**config.mk**
```make
export PLATFORM = sky130hd
export DESIGN_NAME = bean_ctrl_fsm_flat
export DESIGN_NICKNAME = d
export VERILOG_FILES = /design/src/rtl/bean_ctrl_fsm_if.sv /design/src/rtl/bean_ctrl_fsm.sv /design/src/flat_wrapper.sv
export SDC_FILE = /design/constraint.sdc
export NUM_CORES = 1
export LEC_CHECK = 0
export ABC_AREA = 1
export BUFFER_PORTS_ARGS = -buffer_cell sky130_fd_sc_hd__buf_2
export CAP_MARGIN = 20
export CORE_MARGIN = 1.5
export CORE_UTILIZATION = 38
export CTS_CLUSTER_SIZE = 40
export DETAILED_ROUTE_END_ITERATION = 8
export GPL_TIMING_DRIVEN = 0
export PLACE_DENSITY_LB_ADDON = 0.3
export SLEW_MARGIN = 30
export SYNTH_ARGS = -nofsm -noshare
export SYNTH_HDL_FRONTEND = slang
export SYNTH_SLANG_ARGS = --single-unit
export TNS_END_PERCENT = 30
```
**constraint.sdc**
```tcl
create_clock -name clk -period 1.15 [get_ports clk]
set_input_delay 0.0575 -clock clk [delete_from_list [all_inputs] [get_ports clk]]
set_output_delay 0.0575 -clock clk [all_outputs]
set_load 0.02 [all_outputs]
```
**src/rtl/bean_ctrl_fsm_if.sv**
```systemverilog
// bean_ctrl_fsm_if: control-unit to datapath/memory signal bundle
interface bean_ctrl_fsm_if;
  logic [31:0] instr;
  logic        branch_flag;
  logic        mem_ready;
  logic        mem_req;
  logic        mem_we;
  logic        reg_WE;
  logic        rs1_SEL;
  logic        rs2_SEL;
  logic        addrs_SEL;
  logic [1:0]  reg_SEL;
  logic [1:0]  pc_SEL;
  logic [2:0]  imm_SEL;
  logic [3:0]  ALU_MODE;
  logic        pc_EN;
  logic        instr_EN;
  logic        ALU_mem_EN;
  logic        mem_in_EN;
  logic        illegal;
  modport master (
    input  instr, branch_flag, mem_ready,
    output mem_req, mem_we, reg_WE, rs1_SEL, rs2_SEL, addrs_SEL, reg_SEL, pc_SEL,
           imm_SEL, ALU_MODE, pc_EN, instr_EN, ALU_mem_EN, mem_in_EN, illegal
  );
  modport slave (
    output instr, branch_flag, mem_ready,
    input  mem_req, mem_we, reg_WE, rs1_SEL, rs2_SEL, addrs_SEL, reg_SEL, pc_SEL,
           imm_SEL, ALU_MODE, pc_EN, instr_EN, ALU_mem_EN, mem_in_EN, illegal
  );
endinterface

```
**src/rtl/bean_ctrl_fsm.sv**
```systemverilog
// bean_ctrl_fsm: multicycle RV32I control unit with memory req/ready handshake
module bean_ctrl_fsm #(
  parameter int RESET_HOLD = 1
) (
  input logic            clk,
  input logic            reset,
  bean_ctrl_fsm_if.master bus
);
  typedef enum logic [2:0] {
    S_RESET, S_FETCH, S_DECODE, S_EXEC, S_BRANCH, S_MEM_RD, S_MEM_WR, S_TRAP
  } state_t;
  localparam logic [6:0] OP_LUI    = 7'b0110111;
  localparam logic [6:0] OP_AUIPC  = 7'b0010111;
  localparam logic [6:0] OP_JAL    = 7'b1101111;
  localparam logic [6:0] OP_JALR   = 7'b1100111;
  localparam logic [6:0] OP_BRANCH = 7'b1100011;
  localparam logic [6:0] OP_LOAD   = 7'b0000011;
  localparam logic [6:0] OP_STORE  = 7'b0100011;
  localparam logic [6:0] OP_IMM    = 7'b0010011;
  localparam logic [6:0] OP_REG    = 7'b0110011;
  localparam logic [6:0] OP_FENCE  = 7'b0001111;
  localparam logic [2:0] IMM_I = 3'd0, IMM_S = 3'd1, IMM_B = 3'd2, IMM_U = 3'd3, IMM_J = 3'd4;
  localparam logic [3:0] ALU_ADD = 4'd0, ALU_SUB = 4'd1, ALU_AND = 4'd2, ALU_OR = 4'd3,
                         ALU_XOR = 4'd4, ALU_SLT = 4'd5, ALU_SLTU = 4'd6, ALU_SLL = 4'd7,
                         ALU_SRL = 4'd8, ALU_SRA = 4'd9, ALU_EQ = 4'd10, ALU_PASS_B = 4'd11;
  state_t state, nxt;
  logic [3:0] cnt;
  logic [6:0] op;
  logic [2:0] f3;
  logic       i30;
  logic [2:0] imm_fmt;
  logic [3:0] alu_op;
  state_t     dec_nxt;
  logic       exec_ok;
  logic       unused_bits;
  assign op  = bus.instr[6:0];
  assign f3  = bus.instr[14:12];
  assign i30 = bus.instr[30];
  assign unused_bits = ^{bus.instr[31], bus.instr[29:15], bus.instr[11:7]};
  always_ff @(posedge clk) begin
    if (reset) begin
      state <= S_RESET;
      cnt   <= 4'd0;
    end else begin
      state <= nxt;
      cnt   <= (state == S_RESET && cnt != 4'(RESET_HOLD)) ? cnt + 4'd1 : cnt;
    end
  end
  always_comb begin
    alu_op = ALU_ADD;
    case (f3)
      3'b000:  alu_op = (op == OP_REG && i30) ? ALU_SUB : ALU_ADD;
      3'b001:  alu_op = ALU_SLL;
      3'b010:  alu_op = ALU_SLT;
      3'b011:  alu_op = ALU_SLTU;
      3'b100:  alu_op = ALU_XOR;
      3'b101:  alu_op = i30 ? ALU_SRA : ALU_SRL;
      3'b110:  alu_op = ALU_OR;
      default: alu_op = ALU_AND;
    endcase
  end
  assign imm_fmt = (op == OP_STORE)                    ? IMM_S :
                   (op == OP_BRANCH)                   ? IMM_B :
                   (op == OP_LUI || op == OP_AUIPC)    ? IMM_U :
                   (op == OP_JAL)                      ? IMM_J : IMM_I;
  assign exec_ok = op == OP_LUI || op == OP_AUIPC || op == OP_JAL || op == OP_REG ||
                   op == OP_IMM || (op == OP_JALR && f3 == 3'b000) ||
                   (op == OP_FENCE && f3 == 3'b000);
  assign dec_nxt = (op == OP_LOAD)   ? ((f3 == 3'b010) ? S_MEM_RD : S_TRAP) :
                   (op == OP_STORE)  ? ((f3 == 3'b010) ? S_MEM_WR : S_TRAP) :
                   (op == OP_BRANCH) ? ((f3[2:1] != 2'b01) ? S_BRANCH : S_TRAP) :
                   exec_ok           ? S_EXEC : S_TRAP;
  always_comb begin
    nxt            = state;
    bus.mem_req    = 1'b0;
    bus.mem_we     = 1'b0;
    bus.reg_WE     = 1'b0;
    bus.rs1_SEL    = 1'b0;
    bus.rs2_SEL    = 1'b0;
    bus.addrs_SEL  = 1'b0;
    bus.reg_SEL    = 2'd0;
    bus.pc_SEL     = 2'd0;
    bus.imm_SEL    = IMM_I;
    bus.ALU_MODE   = ALU_ADD;
    bus.pc_EN      = 1'b0;
    bus.instr_EN   = 1'b0;
    bus.ALU_mem_EN = 1'b0;
    bus.mem_in_EN  = 1'b0;
    bus.illegal    = 1'b0;
    case (state)
      S_RESET: nxt = (cnt == 4'(RESET_HOLD)) ? S_FETCH : S_RESET;
      S_FETCH: begin
        bus.addrs_SEL = 1'b1;
        bus.mem_req   = 1'b1;
        bus.mem_in_EN = 1'b1;
        bus.instr_EN  = bus.mem_ready;
        nxt           = bus.mem_ready ? S_DECODE : S_FETCH;
      end
      S_DECODE: begin
        bus.imm_SEL = imm_fmt;
        nxt         = dec_nxt;
      end
      S_EXEC: begin
        bus.pc_EN    = 1'b1;
        bus.imm_SEL  = imm_fmt;
        bus.rs1_SEL  = op == OP_AUIPC;
        bus.rs2_SEL  = op == OP_IMM || op == OP_AUIPC || op == OP_JALR;
        bus.reg_SEL  = (op == OP_LUI) ? 2'd2 :
                       (op == OP_JAL || op == OP_JALR) ? 2'd3 :
                       (op == OP_REG || op == OP_IMM || op == OP_AUIPC) ? 2'd1 : 2'd0;
        bus.pc_SEL   = (op == OP_JAL) ? 2'd2 : (op == OP_JALR) ? 2'd1 : 2'd0;
        bus.reg_WE   = op != OP_FENCE;
        bus.ALU_MODE = (op == OP_REG || op == OP_IMM) ? alu_op : ALU_ADD;
        nxt          = S_FETCH;
      end
      S_BRANCH: begin
        bus.imm_SEL  = IMM_B;
        bus.pc_EN    = 1'b1;
        bus.ALU_MODE = !f3[2] ? ALU_EQ : f3[1] ? ALU_SLTU : ALU_SLT;
        bus.pc_SEL   = (bus.branch_flag ^ f3[0]) ? 2'd2 : 2'd0;
        nxt          = S_FETCH;
      end
      S_MEM_RD: begin
        bus.mem_req   = 1'b1;
        bus.mem_in_EN = 1'b1;
        bus.reg_WE    = bus.mem_ready;
        bus.pc_EN     = bus.mem_ready;
        nxt           = bus.mem_ready ? S_FETCH : S_MEM_RD;
      end
      S_MEM_WR: begin
        bus.mem_req    = 1'b1;
        bus.mem_we     = 1'b1;
        bus.ALU_mem_EN = 1'b1;
        bus.ALU_MODE   = ALU_PASS_B;
        bus.pc_EN      = bus.mem_ready;
        nxt            = bus.mem_ready ? S_FETCH : S_MEM_WR;
      end
      S_TRAP: bus.illegal = 1'b1;
      default: nxt = S_TRAP;
    endcase
  end
endmodule

```
**src/flat_wrapper.sv**
```systemverilog
// flat-port wrapper written by rule: the top's interface ports become plain ports
module bean_ctrl_fsm_flat 
#(
  parameter int RESET_HOLD = 1
)
  (clk, reset, bus_instr, bus_branch_flag, bus_mem_ready, bus_mem_req, bus_mem_we, bus_reg_WE, bus_rs1_SEL, bus_rs2_SEL, bus_addrs_SEL, bus_reg_SEL, bus_pc_SEL, bus_imm_SEL, bus_ALU_MODE, bus_pc_EN, bus_instr_EN, bus_ALU_mem_EN, bus_mem_in_EN, bus_illegal);
  bean_ctrl_fsm_if bus_i ();
  input logic clk;
  input logic reset;
  input wire logic [$bits(bus_i.instr)-1:0] bus_instr;
  input wire logic [$bits(bus_i.branch_flag)-1:0] bus_branch_flag;
  input wire logic [$bits(bus_i.mem_ready)-1:0] bus_mem_ready;
  output wire logic [$bits(bus_i.mem_req)-1:0] bus_mem_req;
  output wire logic [$bits(bus_i.mem_we)-1:0] bus_mem_we;
  output wire logic [$bits(bus_i.reg_WE)-1:0] bus_reg_WE;
  output wire logic [$bits(bus_i.rs1_SEL)-1:0] bus_rs1_SEL;
  output wire logic [$bits(bus_i.rs2_SEL)-1:0] bus_rs2_SEL;
  output wire logic [$bits(bus_i.addrs_SEL)-1:0] bus_addrs_SEL;
  output wire logic [$bits(bus_i.reg_SEL)-1:0] bus_reg_SEL;
  output wire logic [$bits(bus_i.pc_SEL)-1:0] bus_pc_SEL;
  output wire logic [$bits(bus_i.imm_SEL)-1:0] bus_imm_SEL;
  output wire logic [$bits(bus_i.ALU_MODE)-1:0] bus_ALU_MODE;
  output wire logic [$bits(bus_i.pc_EN)-1:0] bus_pc_EN;
  output wire logic [$bits(bus_i.instr_EN)-1:0] bus_instr_EN;
  output wire logic [$bits(bus_i.ALU_mem_EN)-1:0] bus_ALU_mem_EN;
  output wire logic [$bits(bus_i.mem_in_EN)-1:0] bus_mem_in_EN;
  output wire logic [$bits(bus_i.illegal)-1:0] bus_illegal;
  assign bus_i.instr = bus_instr;
  assign bus_i.branch_flag = bus_branch_flag;
  assign bus_i.mem_ready = bus_mem_ready;
  assign bus_mem_req = bus_i.mem_req;
  assign bus_mem_we = bus_i.mem_we;
  assign bus_reg_WE = bus_i.reg_WE;
  assign bus_rs1_SEL = bus_i.rs1_SEL;
  assign bus_rs2_SEL = bus_i.rs2_SEL;
  assign bus_addrs_SEL = bus_i.addrs_SEL;
  assign bus_reg_SEL = bus_i.reg_SEL;
  assign bus_pc_SEL = bus_i.pc_SEL;
  assign bus_imm_SEL = bus_i.imm_SEL;
  assign bus_ALU_MODE = bus_i.ALU_MODE;
  assign bus_pc_EN = bus_i.pc_EN;
  assign bus_instr_EN = bus_i.instr_EN;
  assign bus_ALU_mem_EN = bus_i.ALU_mem_EN;
  assign bus_mem_in_EN = bus_i.mem_in_EN;
  assign bus_illegal = bus_i.illegal;
  bean_ctrl_fsm #(.RESET_HOLD(RESET_HOLD)) u_core (.clk(clk), .reset(reset), .bus(bus_i));
endmodule
```
## Word-level counts from Yosys, hierarchy flattened

Index checks and enable logic that the tools add are counted.

- Order comparisons: 0
- Add/subtract/negate cells: 1
- Reductions and logical operators: 23
- Equal/unequal tests: 27
- Shift-type cells: 0
- $mul: 0
- Bitwise logic cells: 1
- Div/mod/pow operators: 0
- Multiplexer cells: 42

Operators with widths:

| kind | number |
|---|---|
| $mux W3 | 10 |
| $pmux W4 S7 | 1 |
| $eq A3 B3 Y1 const B | 7 |
| $eq A7 B6 Y1 const B | 3 |
| $eq A7 B7 Y1 const B | 3 |
| $mux W2 | 9 |
| $pmux W3 S6 | 1 |
| $eq A7 B5 Y1 const B | 2 |
| $mux W1 | 14 |
| $eq A3 B2 Y1 const B | 4 |
| $pmux W4 S3 | 1 |
| $logic_or A1 B1 Y1 | 11 |
| $mux W4 | 2 |
| $reduce_or A2 Y1 | 4 |
| $eq A7 B2 Y1 const B | 1 |
| $eq A7 B4 Y1 const B | 1 |
| $ne A7 B4 Y1 const B | 1 |
| $eq A3 B1 Y1 const B | 2 |
| $logic_not A3 Y1 | 2 |
| $pmux W3 S2 | 1 |
| $reduce_bool A6 Y1 | 1 |
| $add A4 B1 Y4 const B | 1 |
| $eq A4 B1 Y1 const B | 1 |
| $logic_and A1 B1 Y1 | 4 |
| 6 further kinds | 7 |

- Register bits: 7
- Logic and storage cells: 96
- Memories kept: 0
- Input bits: 36
- Output and inout port bits: 22
- ROM bits: 0
- Latch bits: 0
- Memory bits (writable): 0

## Depth between registers and ports, before layout

- Word-level depth: 12
- Gate-level depth with buffers: 10
- Gate-level depth less buffers: 10

## Worst setup path after synthesis

Ideal clock, no wire load.

- Path type: register to output
- Start point: register u_core.state[1]
- End point: output bus_ALU_MODE[2]
- Required time: 1.092 ns
- Buffers on the path: 0
- Cell stages (with the launch flop): 5
- Data arrival time: 1.342 ns
- Setup slack: -0.250 ns
- Cells stage by stage: dfxtp_1 > nand3_4 > inv_2 > nand2_1 > o31ai_1

- Cells in the longest elaborated chain, start to end: 2
- Elaborated cells between the ends (all ways): 4
- Those cells by class: eq/ne (3); mux (1)

Ends and longest elaborated chain:

| element | line | source |
|---|---|---|
| from (decl) | bean_ctrl_fsm.sv:26 | `state_t state, nxt;` |
| from (signal assigned) | bean_ctrl_fsm.sv:45 | `state <= nxt;` |
| $eq A3 B3 Y1 / $eq A3 B2 Y1 (equally long branches) | bean_ctrl_fsm.sv:90 | `case (state)` |
| $pmux W4 S3 (*) | bean_ctrl_fsm.sv:90 |  |
| to (decl) | flat_wrapper.sv:22 | `output wire logic [$bits(bus_i.ALU_MODE)-1:0] bus_ALU_MODE;` |

Every way passes the cells marked *; elsewhere a longest branch is shown, timed or not.

## Worst setup path in the final report

- Start point: register u_core.state[0]
- End point: output bus_pc_EN

- Cells in the longest elaborated chain, start to end: 3
- Elaborated cells between the ends (all ways): 7
- Those cells by class: eq/ne (4); mux (1); reduce/logical (2)

Ends and longest elaborated chain:

| element | line | source |
|---|---|---|
| $eq A3 B3 Y1 / $eq A3 B2 Y1 (equally long branches) | bean_ctrl_fsm.sv:90 |  |
| $reduce_or A2 Y1 (no source line) | - |  |
| $pmux W1 S2 (*) | bean_ctrl_fsm.sv:90 |  |
| to (decl) | flat_wrapper.sv:23 | `output wire logic [$bits(bus_i.pc_EN)-1:0] bus_pc_EN;` |

Marked as above.

==> results.json <==
{
  "status": "complete, but fails checks",
  "violations": "negative setup slack",
  "timing.rr.start": "u_core.state[1]",
  "place_inst": 221,
  "cts_tree": "built",
  "synth_area_um2": 897,
  "cp-end-kind": "output pin",
  "drive_gt1_share_pct": 42.5,
  "clkTransAtPathRegs_ns": 0.05,
  "r2r_end": "u_core.cnt[1]",
  "synth_largest_area_cell": "dfxtp_1",
  "yosysMostFrequentCell": "nand2_1",
  "maxCapViolations": 0,
  "reg2reg_slack_ns": -0.13,
  "dieHeight_um": 51.6,
  "min_path_type": "primary input to flop",
  "period_share_pct": 127,
  "grt_pass1_wl_mm": 4.48,
  "die_w_um": 51.6,
  "rows": 17,
  "fmax_mhz": 682,
  "leakagePower_nw": 0.664,
  "dp_slack_ns": -0.242,
  "critPathMaxFanout": 5,
  "fillers": 201,
  "htree_num_levels": 1,
  "area_growth_pct": 54.8,
  "yosysUniqueCellTypes": 31,
  "hold_violations": 0,
  "yosys_warnings": 0,
  "ant_nets": 0,
  "instances_no_fill": 235,
  "dpl.hpwl_mm": 1.92,
  "hold_buffers": 0,
  "ctsRootBufferMaster": "clkbuf_4",
  "grt_pass1_vias": 1093,
  "startpoint_type": "flop",
  "syn-num-nets": 196,
  "io_pins": 58,
  "synth.area.top_cells": "dfxtp_1 16%, nand2_1 14%, inv_1 10%, nor2_1 7.5%, nand3_1 7.3%",
  "dpl-instance-area_um2": 1130,
  "wire_per_inst_um": 12.1,
  "slew_viol_final": 0,
  "stdcell_area_um2": 1390,
  "clockBufferDepth": 2,
  "crit_arrival_ns": 1.41,
  "reg2reg_depth": 5,
  "setup_tns_ns": -4.28,
  "dr.pass1.iters": 4,
  "async_flop_share_pct": 0,
  "holdPathStages": 2,
  "worst-slew-pin-transition_ns": 0.419,
  "grt.overflow.total": 0,
  "syn_inst": 158,
  "clock_skew_ns": 0.00515,
  "power_density_nw_per_um2": 1250,
  "synth_edf_count": 0,
  "ys_ff_latch": 7,
  "crit_start": "u_core.state[0]",
  "rsz0062_at_grt": "true",
  "clock_latency_ns": 0.25,
  "setup_violations": 28,
  "detail_route.iter0.violations": 23,
  "required_ns": 1.09,
  "die_area_um2": 2660,
  "core_um2": 2210,
  "setup_ws_ns": -0.316,
  "ir_worst_vdd_uv": 1060,
  "wl_mm": 2.83,
  "antenna_found_initial": 0,
  "period_minus_slack_ns": 1.47,
  "avgSynthCellArea_um2": 5.68,
  "drc": 0,
  "diodes": 0,
  "gp_congestion": 0.813,
  "numCtsBuffers": 3,
  "synth_ff_type": "dfxtp_1",
  "setup.worst_path.end": "bus_pc_EN",
  "synth_common_cells": "34 x nand2_1, 25 x inv_1, 18 x nor2_1",
  "viasPerCell": 5.31,
  "grt_start_max_net_pins": 11,
  "num-nets-final": 246,
  "port_buffers": 35,
  "criticalPathCategory": "flop to output pin",
  "synth_top_area_share_pct": 15.6,
  "maxSlewHeadroom_pct": 71.9,
  "seq_area_frac_synth_pct": 15.6,
  "power_w": 0.00174,
  "clock-sinks": 7,
  "num_vias": 1249,
  "grt_util_all_layers_pct": 21.2,
  "initial_core_util_pct": 40.6
}
==> layer usage <==
metal / vias to the layer above / GRT usage, % / wire length, um
met2: 53 / 38.5 / 1470
met1: 568 / 25.5 / 1150
met3: 12 / 2.30 / 133
li1: 616 / - / -
met5: - / 0 / 0
met4: 0 / 7.46 / 83
==> layout by cell type (no fill, tap or decap), types with 3 or more instances in the layout <==
cell type and count:
clkbuf_4 3, nor2_4 4, inv_4 4, nand4_1 3, o21ai_1 4, dfxtp_4 3, buf_2 16, inv_1 21
nand3_2 3, o21ai_2 3, buf_6 9, dfxtp_1 4, nor3_2 3, inv_2 5, nor3_1 4, nand2_1 32
o21ai_0 4, nand3_1 12, nor2_1 15, a21oi_2 4, a21oi_1 7, buf_4 22
==> stage by stage <==
step	util, %	hold WS [ns]
after detailed placement	51.0	0.317
after floorplan	-	0.119
after CTS	60.3	0.0435
after global placement	51.0	0.317
final	62.8	0.0521
after global routing	62.8	0.0799
==> flip-flops by register name, summed over array words and instances, names as in the netlist <==
register,count
u_core.cnt,4
u_core.state,3
==> worst min path at each step <==
stage	endpoint	from	slack, ns
after floorplan	u_core.state[0]	reset	0.12
after global placement	u_core.state[1]	reset	0.32
after detailed placement	u_core.state[1]	reset	0.32
after CTS	u_core.state[1]	reset	0.04
after global routing	u_core.state[2]	reset	0.08
final	u_core.state[1]	reset	0.05
==> final cells by class <==
type                       count  area (um^2)  share of cell area [%]
multi-input combinational    119          707                    50.9
timing repair buffer          45          334                    24.1
sequential                     7          151                    10.9
inverter                      30          123                    8.83
tap                           28         35.0                    2.52
clock buffer                   4         26.3                    1.89
buffer                         2         12.5                   0.901
==> critical path: stages (launching register included) <==
cell and delay (ns):
dfxtp_4 0.40, inv_4 0.07, nor2_4 0.15, nand2_1 0.09
nand2_1 0.10, inv_1 0.08, o21ai_2 0.14, buf_6 0.13
==> report_power, final <==
part / total [W] / leakage, nW / switching [W] / internal, W
Sequential: 0.000436 / 0.0593 / 0.000118 / 0.000318
Combinational: 0.00108 / 0.590 / 0.000617 / 0.000461
Clock: 0.000225 / 0.0150 / 0.0000921 / 0.000132
==> cell families after synthesis <==
group | synth area share (%)
AO/OA/AOI/OAI | 18.7
adder cells (fa/ha/maj) | 2.79
flip-flops | 15.6
buffers and inverters | 13.9
XOR/XNOR | 0.976
AND/OR/NAND/NOR | 48.0
==> timing repair <==
item / CTS / global route
setup endpoints to repair: 28 / 28
gates resized for setup: 47 / 9
pin swaps: 8 / 5
cloned: 0 / 0
buffers inserted: 7 / 3
Power figures use the tool's default switching activity.
